===== src/rtl/mult_div_unit.sv =====
`default_nettype none
// ============================================================================
// Module   : mult_div_unit
// Brief    : Iterative radix-2 multiply/divide unit with HI/LO result registers.
// Revision : 1.0
// ============================================================================
module mult_div_unit #(
    parameter int WIDTH = 32
) (
    input  logic             CLK,
    input  logic             Reset,
    input  logic             Start,
    input  logic [1:0]       Op,
    input  logic [WIDTH-1:0] A,
    input  logic [WIDTH-1:0] B,
    input  logic             HiWE,
    input  logic             LoWE,
    input  logic [WIDTH-1:0] WriteData,
    output logic             Busy,
    output logic             Done,
    output logic [WIDTH-1:0] HI,
    output logic [WIDTH-1:0] LO
);

    localparam int                  c_countW    = (WIDTH > 1) ? $clog2(WIDTH) : 1;
    localparam logic [c_countW-1:0] c_lastCount = c_countW'(WIDTH - 1);

    typedef enum logic [1:0] {
        IDLE = 2'd0,
        CALC = 2'd1,
        FIX  = 2'd2
    } state_t;

    state_t                r_state;
    state_t                w_nextState;
    logic [c_countW-1:0]   r_count;
    logic                  r_isDiv;
    logic                  r_negQ;
    logic                  r_negR;
    logic                  r_divZero;
    logic [WIDTH-1:0]      r_aRaw;
    logic [WIDTH-1:0]      r_operand;
    logic [2*WIDTH-1:0]    r_acc;
    logic [WIDTH-1:0]      r_hi;
    logic [WIDTH-1:0]      r_lo;
    logic                  r_done;

    logic                  w_signed;
    logic [WIDTH-1:0]      w_absA;
    logic [WIDTH-1:0]      w_absB;
    logic [WIDTH:0]        w_mulSum;
    logic [2*WIDTH-1:0]    w_mulAcc;
    logic [WIDTH:0]        w_remShift;
    logic [WIDTH-1:0]      w_divDiff;
    logic                  w_divGe;
    logic [2*WIDTH-1:0]    w_divAcc;
    logic [2*WIDTH-1:0]    w_mulRes;
    logic [WIDTH-1:0]      w_quot;
    logic [WIDTH-1:0]      w_rem;
    logic [WIDTH-1:0]      w_fixHi;
    logic [WIDTH-1:0]      w_fixLo;

    assign Busy = (r_state != IDLE);
    assign Done = r_done;
    assign HI   = r_hi;
    assign LO   = r_lo;

    // Op[0] clear selects the signed variants.
    assign w_signed = ~Op[0];
    assign w_absA   = (w_signed && A[WIDTH-1]) ? -A : A;
    assign w_absB   = (w_signed && B[WIDTH-1]) ? -B : B;

    // Multiply step: add multiplicand into the upper half, shift right with carry.
    assign w_mulSum = {1'b0, r_acc[2*WIDTH-1:WIDTH]}
                    + (r_acc[0] ? {1'b0, r_operand} : {(WIDTH+1){1'b0}});
    assign w_mulAcc = {w_mulSum, r_acc[WIDTH-1:1]};

    // Restoring divide step; the shifted remainder needs one extra bit so
    // divisors above 2^(WIDTH-1) compare correctly.
    assign w_remShift = {r_acc[2*WIDTH-1:WIDTH], r_acc[WIDTH-1]};
    assign w_divGe    = (w_remShift >= {1'b0, r_operand});
    assign w_divDiff  = w_remShift[WIDTH-1:0] - r_operand;
    assign w_divAcc   = {(w_divGe ? w_divDiff : w_remShift[WIDTH-1:0]),
                         r_acc[WIDTH-2:0], w_divGe};

    assign w_mulRes = r_negQ ? -r_acc : r_acc;
    assign w_quot   = r_acc[WIDTH-1:0];
    assign w_rem    = r_acc[2*WIDTH-1:WIDTH];

    always_comb begin
        w_fixHi = w_mulRes[2*WIDTH-1:WIDTH];
        w_fixLo = w_mulRes[WIDTH-1:0];
        if (r_isDiv) begin
            if (r_divZero) begin
                w_fixHi = r_aRaw;
                w_fixLo = {WIDTH{1'b1}};
            end else begin
                w_fixHi = r_negR ? -w_rem  : w_rem;
                w_fixLo = r_negQ ? -w_quot : w_quot;
            end
        end
    end

    always_ff @(posedge CLK) begin
        if (Reset) r_state <= IDLE;
        else       r_state <= w_nextState;
    end

    always_comb begin
        w_nextState = r_state;
        case (r_state)
            IDLE:    if (Start) w_nextState = CALC;
            CALC:    if (r_count == c_lastCount) w_nextState = FIX;
            FIX:     w_nextState = IDLE;
            default: w_nextState = IDLE;
        endcase
    end

    always_ff @(posedge CLK) begin
        if (Reset) begin
            r_count   <= '0;
            r_isDiv   <= 1'b0;
            r_negQ    <= 1'b0;
            r_negR    <= 1'b0;
            r_divZero <= 1'b0;
            r_aRaw    <= '0;
            r_operand <= '0;
            r_acc     <= '0;
            r_hi      <= '0;
            r_lo      <= '0;
            r_done    <= 1'b0;
        end else begin
            r_done <= 1'b0;
            case (r_state)
                IDLE: begin
                    if (Start) begin
                        r_isDiv   <= Op[1];
                        r_negQ    <= w_signed & (A[WIDTH-1] ^ B[WIDTH-1]);
                        r_negR    <= w_signed & A[WIDTH-1];
                        r_divZero <= Op[1] && (B == '0);
                        r_aRaw    <= A;
                        r_count   <= '0;
                        if (Op[1]) begin
                            r_operand <= w_absB;
                            r_acc     <= {{WIDTH{1'b0}}, w_absA};
                        end else begin
                            r_operand <= w_absA;
                            r_acc     <= {{WIDTH{1'b0}}, w_absB};
                        end
                    end else begin
                        if (HiWE) r_hi <= WriteData;
                        if (LoWE) r_lo <= WriteData;
                    end
                end
                CALC: begin
                    r_acc   <= r_isDiv ? w_divAcc : w_mulAcc;
                    r_count <= r_count + c_countW'(1);
                end
                FIX: begin
                    r_hi   <= w_fixHi;
                    r_lo   <= w_fixLo;
                    r_done <= 1'b1;
                end
                default: ;
            endcase
        end
    end

endmodule
`default_nettype wire


===== config.mk =====
export PLATFORM = sky130hd
export DESIGN_NAME = mult_div_unit
export DESIGN_NICKNAME = d
export VERILOG_FILES = /design/src/rtl/mult_div_unit.sv
export SDC_FILE = /design/constraint.sdc
export NUM_CORES = 1
export LEC_CHECK = 0
export CAP_MARGIN = 20
export CORE_UTILIZATION = 37
export CTS_BUF_LIST = sky130_fd_sc_hd__clkbuf_8
export CTS_CLUSTER_SIZE = 8
export DETAILED_ROUTE_END_ITERATION = 8
export PLACE_DENSITY = 0.64
export SETUP_SLACK_MARGIN = 0.2
export SYNTH_ARGS = -nofsm -noshare
export SYNTH_HDL_FRONTEND = slang
export SYNTH_SLANG_ARGS = --single-unit
export TNS_END_PERCENT = 100

===== constraint.sdc =====
create_clock -name CLK -period 3.2 [get_ports CLK]
set_input_delay 0.96 -clock CLK [delete_from_list [all_inputs] [get_ports CLK]]
set_output_delay 0.96 -clock CLK [all_outputs]
set_load 0.05 [all_outputs]

==> results.txt, run 1 <==
Post-synth EDFFs: 0
Vias: 19,600
CTS Hold Bufs: 0
Final Hold Slack: 0.452 ns
Clock Skew: 0.0261 ns
WP data arrival: 3.76 ns
Req. time, crit path: 3.64 ns
CTS tree: yes
DRT iter0 DRCs: 2,031
Die Y: 213 um
Initial cell density of the core: 37.9%
Worst hold-check path type: flip-flop to flip-flop
Non-Filler Instances: 3,334
Post-synth ARST share: 0%
Syn-to-layout area delta: 50.6%
Final WL: 76,500 um
Max-cap violations: 0
Most frequent cells in the layout: 389 x buf_4, 280 x nand2_1, 211 x a21oi_1
Logic pwr share: 39.1%
Reg2reg start: r_acc[5]
Clock transition at the registers of the reported paths: 0.06 ns
FF-to-FF End: HI[1]
Global-route wire length before repair: 112,000 um
Failing checks: setup timing
Seq/Total Area, Yosys: 24.8%
Maximum achievable frequency: 301 MHz
Synth Flop Type: dfxtp_1
H-tree depth: 2
Row Count: 76
Initial DRT Pass Iterations: 8
Tightest Pin Transition: 1.16 ns
Sw Ratio: 37.3%
Worst-skew pair later-pin latency: 0.58 ns
Initial antenna violation count: 0
R2R setup slack: -0.12 ns
Largest net degree at the start of global routing: 90
Crit Path Class: flip-flop to flip-flop
Peak VDD IR: 0.298 mV
CP Max Fanout: 4
Die ar.: 45,300 um^2
Vias in the first global route: 18,700
CP startpoint kind: flip-flop
Crit path max-delay cell type: or4_4
IO Pins: 169
DR WL met3: 6460 um
R2R cell count: 11
Critical path endpoint: HI[1]
Slew margin rel.: 22.3%
Global route overflow: 0
Syn Inst Count: 2,252
Post-Syn Area: 16,500 um^2
CTS Buf Count: 39
Hold Path Origin: LO[12]
Layout cells sized above 1: 30.0%
Routed met2 length: 35,100 um
Clock Power Share: 30.4%
Critical path cell sequence: or4_4 -> or4_4 -> or4_4 -> or2_4 -> buf_6 -> o21ai_4 -> xnor2_2 -> o22ai_2 -> a211oi_2 -> buf_4 -> nor3_1
WL/cell: 22.9 um
Met1 wire length: 31,700 um
CORE AREA: 43,500 um^2
CP Capture Type: flip-flop
Total power: 0.00942 W
GPL Wtd Cong: 0.990
CP bufs+invs: 2
Critical path's top delay family: simple AND/OR/NAND/NOR gates
Synthesis warning total: 0
Worst setup margin: -0.118 ns
Nets@finish: 2,899
Syn_nets: 2,427
Slew Limit Fails: 0
RSZ-0062 raised after global routing: yes
GRT Util Overall: 32.5%
Sink Count: 204
Max Used Layer: met4
Antenna viol nets, final: 0
Final worst path period need: 3.32 ns
HPWL after DPL: 58,000 um
Crit. Startpoint: r_acc[5]
Most common cell after layout, fill and taps aside: buf_4
Seq pwr share: 30.5%
CP most frequent cell: or4_4
PwrDens: 380 nW/um^2
Routed vias/inst: 5.89
Placed Instances: 3,204
Root buf cell: clkbuf_8
Final Setup Violations: 5
#FFs+latches synth: 204
Leakage: 9.63 nW
Status: finished with violations
Fill count: 3,956
Final hold vios: 0
Avg Inst Size Synth: 7.31 um^2
Net switching power: 0.00351 W
Tcrit/Tclk final: 104%
Cell-internal power: 0.00591 W
Clock buffer depth: 3
Die width: 213 um
Buffers added on ports: 168
WP depth: 11
DR DRC count: 0
Slowest stage delay, CP: 0.55 ns
Cell variety after synth: 73
# diodes: 0
==> power groups by stage <==
stage | clock network, W | registers, W | logic (W)
after global routing | 0.00296 | 0.00288 | 0.00390
after detailed placement | 0 | 0.00291 | 0.00314
after floorplan | 0 | 0.00300 | 0.00163
after CTS | 0.00286 | 0.00286 | 0.00341
after global placement | 0 | 0.00290 | 0.00312
final | 0.00286 | 0.00288 | 0.00368
==> final cells by class <==
class / instances / area, um^2 / area share (%)
repair buffers: 610 / 5390 / 21.7
clock inverters: 21 / 198 / 0.798
clock buffers: 45 / 619 / 2.50
inverters: 70 / 270 / 1.09
well taps: 585 / 732 / 2.95
multi-input cells: 1799 / 13500 / 54.3
flip-flops and latches: 204 / 4130 / 16.7
==> metal layers <==
metal	vias to the layer above	global-route usage (%)
met5	-	0
li1	9139	-
met4	0	13.9
met1	9411	43.3
met3	172	4.78
met2	905	52.0
==> cells by family after synthesis <==
family / share of synthesized area (%)
adder cells (fa/ha/maj): 5.57
AND/OR/NAND/NOR: 20.3
multiplexers: 3.54
XOR/XNOR: 10.8
buffers and inverters: 5.79
AO/OA/AOI/OAI: 29.2
flip-flops: 24.8
==> cell usage after synthesis, drive strengths merged (10+ instances only) <==
| master | number | share of area, % |
|---|---|---|
| nand3 | 24 | 0.73 |
| buf | 22 | 0.61 |
| a211oi | 60 | 2.7 |
| o41ai | 16 | 1.0 |
| or2 | 13 | 0.49 |
| or4 | 26 | 1.3 |
| and2 | 12 | 0.46 |
| or3 | 24 | 0.94 |
| nand2 | 291 | 6.6 |
| nand4 | 13 | 0.49 |
| clkbuf | 157 | 3.6 |
| a221oi | 13 | 0.69 |
| inv | 70 | 1.6 |
| a21o | 24 | 1.1 |
| o221ai | 46 | 2.4 |
| mux2i | 57 | 3.5 |
| a21oi | 237 | 7.2 |
| ha | 70 | 5.3 |
| nor2b | 13 | 0.49 |
| xnor2 | 139 | 7.4 |
| o211ai | 49 | 2.2 |
| and3 | 15 | 0.57 |
| nor4 | 15 | 0.57 |
| o21ai | 139 | 4.2 |
| nor2 | 200 | 4.6 |
| xor2 | 64 | 3.4 |
| nand2b | 19 | 0.72 |
| a221o | 10 | 0.61 |
| o31ai | 38 | 1.8 |
| nor3 | 43 | 1.3 |
| a311oi | 16 | 0.85 |
| dfxtp | 204 | 25 |
| a31oi | 22 | 0.84 |
==> sequential cells by signal (all words and copies together), names as in the netlist <==
name / flops
LO: 32
HI: 32
r_operand: 32
r_divZero: 1
r_acc: 64
r_count: 5
r_aRaw: 32
r_negQ: 1
r_negR: 1
Done: 1
r_isDiv: 1
r_state: 2
==> repair_timing <==
item                       in CTS  in global routing
gates cloned                    3                  0
setup endpoints to repair      80                111
pin swaps                     141                163
resized for setup             253                211
buffers inserted               35                 26
==> worst min-delay path by stage <==
stage                          to  slack [ns]  depth (start not counted)
floorplan           r_operand[23]        0.43                          2
global placement            LO[2]        0.44                          2
detailed placement         LO[12]        0.44                          2
CTS                        LO[12]        0.45                          2
global route               LO[31]        0.47                          2
finish                     LO[12]        0.45                          2
==> worst reg2reg max path: stages, from the launching register on <==
cell	delay [ns]
dfxtp_2	0.32
or4_4	0.55
or4_4	0.51
or4_4	0.49
or2_4	0.27
buf_6	0.13
o21ai_4	0.14
xnor2_2	0.15
o22ai_2	0.10
a211oi_2	0.32
buf_4	0.17
nor3_1	0.04
==> stage by stage <==
step           utilization [%]  worst slack (ns)  area (um^2)  TNS [ns]
3_5_place_dp              49.2            -0.493        21400    -18.85
4_1_cts                   54.4           -0.0317        23700   -0.0573
3_3_place_gp              49.2            -0.430        21400    -16.49
5_1_grt                   57.0            -0.113        24800    -0.767
2_1_floorplan                -             0.146        16700         0
6_report                  57.0            -0.118        24800    -0.263
(Power assumes the default switching activity.)
==> run 2: changes to the inputs <==
--- a/config.mk
+++ b/config.mk
@@ -5,12 +5,13 @@
 export SDC_FILE = /design/constraint.sdc
 export NUM_CORES = 1
 export LEC_CHECK = 0
+export ABC_CLOCK_PERIOD_IN_PS = 3200
 export CAP_MARGIN = 20
-export CORE_UTILIZATION = 37
+export CORE_UTILIZATION = 30
 export CTS_BUF_LIST = sky130_fd_sc_hd__clkbuf_8
 export CTS_CLUSTER_SIZE = 8
 export DETAILED_ROUTE_END_ITERATION = 8
-export PLACE_DENSITY = 0.64
+export PLACE_DENSITY = 0.55
 export SETUP_SLACK_MARGIN = 0.2
 export SYNTH_ARGS = -nofsm -noshare
 export SYNTH_HDL_FRONTEND = slang
==> run 2 against run 1 <==
Net effect:
- clock skew grew 0.023 ns
- fmax shrank 1.1%
- die area grew 23%
- the flow still finishes with violations (setup timing)
- design area shrank 1.7%
- critical endpoint is now HI[7]
- worst hold slack lost 0.0013 ns
- highest routed layer is now met5
==> results.txt, run 2 (same netlist as run 1, synthesis figures left out) <==
CTS Buf Count: 39 (unchanged)
Tcrit/Tclk final: 105% (was 104%)
Initial cell density of the core: 30.5% (was 37.9%)
Initial antenna violation count: 1 (was 0)
Most frequent cells in the layout: 402 x buf_4, 284 x nand2_1, 211 x a21oi_1 (was 389 x buf_4, 280 x nand2_1, 211 x a21oi_1)
Critical path cell sequence: or4_1 -> nor4_4 -> nand3b_1 -> buf_4 -> or2_4 -> buf_6 -> o21ai_2 -> xnor2_1 -> a222oi_1 -> buf_4 -> a211oi_1 (was or4_4 -> or4_4 -> or4_4 -> or2_4 -> buf_6 -> o21ai_4 -> xnor2_2 -> o22ai_2 -> a211oi_2 -> buf_4 -> nor3_1)
# diodes: 0 (unchanged)
Max-cap violations: 0 (unchanged)
Number of flip-flops in the largest register: 64 (unchanged)
Buffers added on ports: 168 (unchanged)
WL/cell: 22.4 um (was 22.9 um)
HPWL after DPL: 59,500 um (was 58,000 um)
Crit. Startpoint: r_acc[21] (was r_acc[5])
Vias: 19,500 (was 19,600)
Antenna viol nets, final: 0 (unchanged)
Vias in the first global route: 18,200 (was 18,700)
Leakage: 9.52 nW (was 9.63 nW)
Row Count: 85 (was 76)
CTS tree: yes (unchanged)
PwrDens: 372 nW/um^2 (was 380 nW/um^2)
Crit path max-delay cell type: or4_1 (was or4_4)
Root buf cell: clkbuf_8 (unchanged)
Syn-to-layout area delta: 48.1% (was 50.6%)
Hold Path End: LO[4] (was LO[12])
Die width: 236 um (was 213 um)
Most common cell after layout, fill and taps aside: buf_4 (unchanged)
Global-route wire length before repair: 113,000 um (was 112,000 um)
Final Setup Violations: 17 (was 5)
Peak VDD IR: 0.231 mV (was 0.298 mV)
R2R cell count: 11 (unchanged)
Hold Path Origin: LO[4] (was LO[12])
Critical path's top delay family: simple AND/OR/NAND/NOR gates (unchanged)
Fill count: 5,350 (was 3,956)
GPL Wtd Cong: 0.964 (was 0.990)
Req. time, crit path: 3.63 ns (was 3.64 ns)
Worst setup margin: -0.154 ns (was -0.118 ns)
Layout cells sized above 1: 28.2% (was 30.0%)
Die ar.: 55,800 um^2 (was 45,300 um^2)
Final hold vios: 0 (unchanged)
CP Max Fanout: 4 (unchanged)
CP Capture Type: flip-flop (unchanged)
Routed vias/inst: 5.67 (was 5.89)
Sink Count: 204 (unchanged)
DRT iter0 DRCs: 1,865 (was 2,031)
DR DRC count: 0 (unchanged)
CP startpoint kind: flip-flop (unchanged)
Die Y: 236 um (was 213 um)
Final WL: 77,200 um (was 76,500 um)
Core Util, Final: 45.1% (was 57.0%)
Tightest Pin Transition: 1.09 ns (was 1.16 ns)
Failing checks: setup timing (unchanged)
Largest net degree at the start of global routing: 139 (was 90)
IO Pins: 169 (unchanged)
Reg with most FFs: r_acc (unchanged)
Maximum achievable frequency: 298 MHz (was 301 MHz)
Slew margin rel.: 26.8% (was 22.3%)
Initial DRT Pass Iterations: 5 (was 8)
Worst-skew pair later-pin latency: 0.60 ns (was 0.58 ns)
Post-route cell area: 24,400 um^2 (was 24,800 um^2)
DP Area: 21,400 um^2 (about the same)
CORE AREA: 54,000 um^2 (was 43,500 um^2)
CP most frequent cell: buf_4 (was or4_4)
H-tree depth: 2 (unchanged)
Slowest stage delay, CP: 0.71 ns (was 0.55 ns)
Status: finished with violations (unchanged)
Clock buffer depth: 3 (unchanged)
Pre-CTS setup slack: -0.708 ns (was -0.493 ns)
Slew Limit Fails: 0 (unchanged)
Final Hold Slack: 0.451 ns (was 0.452 ns)
GRT Util Overall: 26.3% (was 32.5%)
Nets@finish: 2,900 (was 2,899)
Clock Skew: 0.0491 ns (was 0.0261 ns)
Setup_tns: -1.54 ns (was -0.263 ns)
Crit Path Class: flip-flop to flip-flop (unchanged)
Worst hold path cell count: 2 (unchanged)
Global route overflow: 0 (unchanged)
CP bufs+invs: 3 (was 2)
Final worst path period need: 3.35 ns (was 3.32 ns)
R2R setup slack: -0.15 ns (was -0.12 ns)
Reg2reg start: r_acc[21] (was r_acc[5])
WP data arrival: 3.78 ns (was 3.76 ns)
Worst hold-check path type: flip-flop to flip-flop (unchanged)
RSZ-0062 raised after global routing: yes (unchanged)
Clock transition at the registers of the reported paths: 0.06 ns (about the same)
FF-to-FF End: HI[7] (was HI[1])
==> run 2: worst max-delay path by stage <==
| stage | endpoint | cells past startpoint |
|---|---|---|
| 6_report | HI[7] | 11 |
| 5_1_grt | HI[7] | 10 |
| 4_1_cts | HI[7] | 11 |
| 3_5_place_dp | HI[6] | 11 |
| 3_3_place_gp | HI[1] | 12 |
| 2_1_floorplan | HI[31] | 10 |
==> run 2: timing repair <==
item / in CTS / in global routing
pin swaps: 84 / 160
buffers inserted: 28 / 46
setup endpoints to repair: 75 / 103
gates cloned: 1 / 1
resized for setup: 154 / 207
hold buffers: 0 / 0
hold endpoints to repair: 0 / 0
==> run 2: power by group <==
part,switching [W],internal (W)
clock,0.00122,0.00147
sequential,0.000176,0.00270
combinational,0.00201,0.00150
==> run 2: metrics by stage <==
step | power [W] | instances
after floorplan | 0.00463 | 2252
after global placement | 0.00598 | 3305
after detailed placement | 0.00600 | 3305
after CTS | 0.00881 | 3399
after global routing | 0.00944 | 3445
final | 0.00908 | 3445
==> run 2: worst register-to-register path, cell delays in order (launching register included) <==
cell and delay, ns:
dfxtp_1 0.31, or4_1 0.71, nor4_4 0.37, nand3b_1 0.24, buf_4 0.23, or2_4 0.26
buf_6 0.12, o21ai_2 0.11, xnor2_1 0.08, a222oi_1 0.50, buf_4 0.21, a211oi_1 0.05
==> run 2: area by class of cell <==
type / instances / area [um^2] / area share (%)
well taps: 696 / 871 / 3.57
repair buffers: 611 / 5310 / 21.8
clock inverters: 15 / 87.6 / 0.359
flip-flops and latches: 204 / 4120 / 16.9
clock buffers: 50 / 688 / 2.82
multi-input cells: 1799 / 13000 / 53.4
inverters: 70 / 275 / 1.13
==> run 2: routing by layer <==
metal  up-vias  global-route usage (%)  part of all wire (%)
met5         -                       0                 0.017
met2       866                    41.4                    45
met3       140                    3.90                   7.4
met4         2                    10.4                   4.1
met1      9399                    35.9                    44
li1       9132                       -                     -
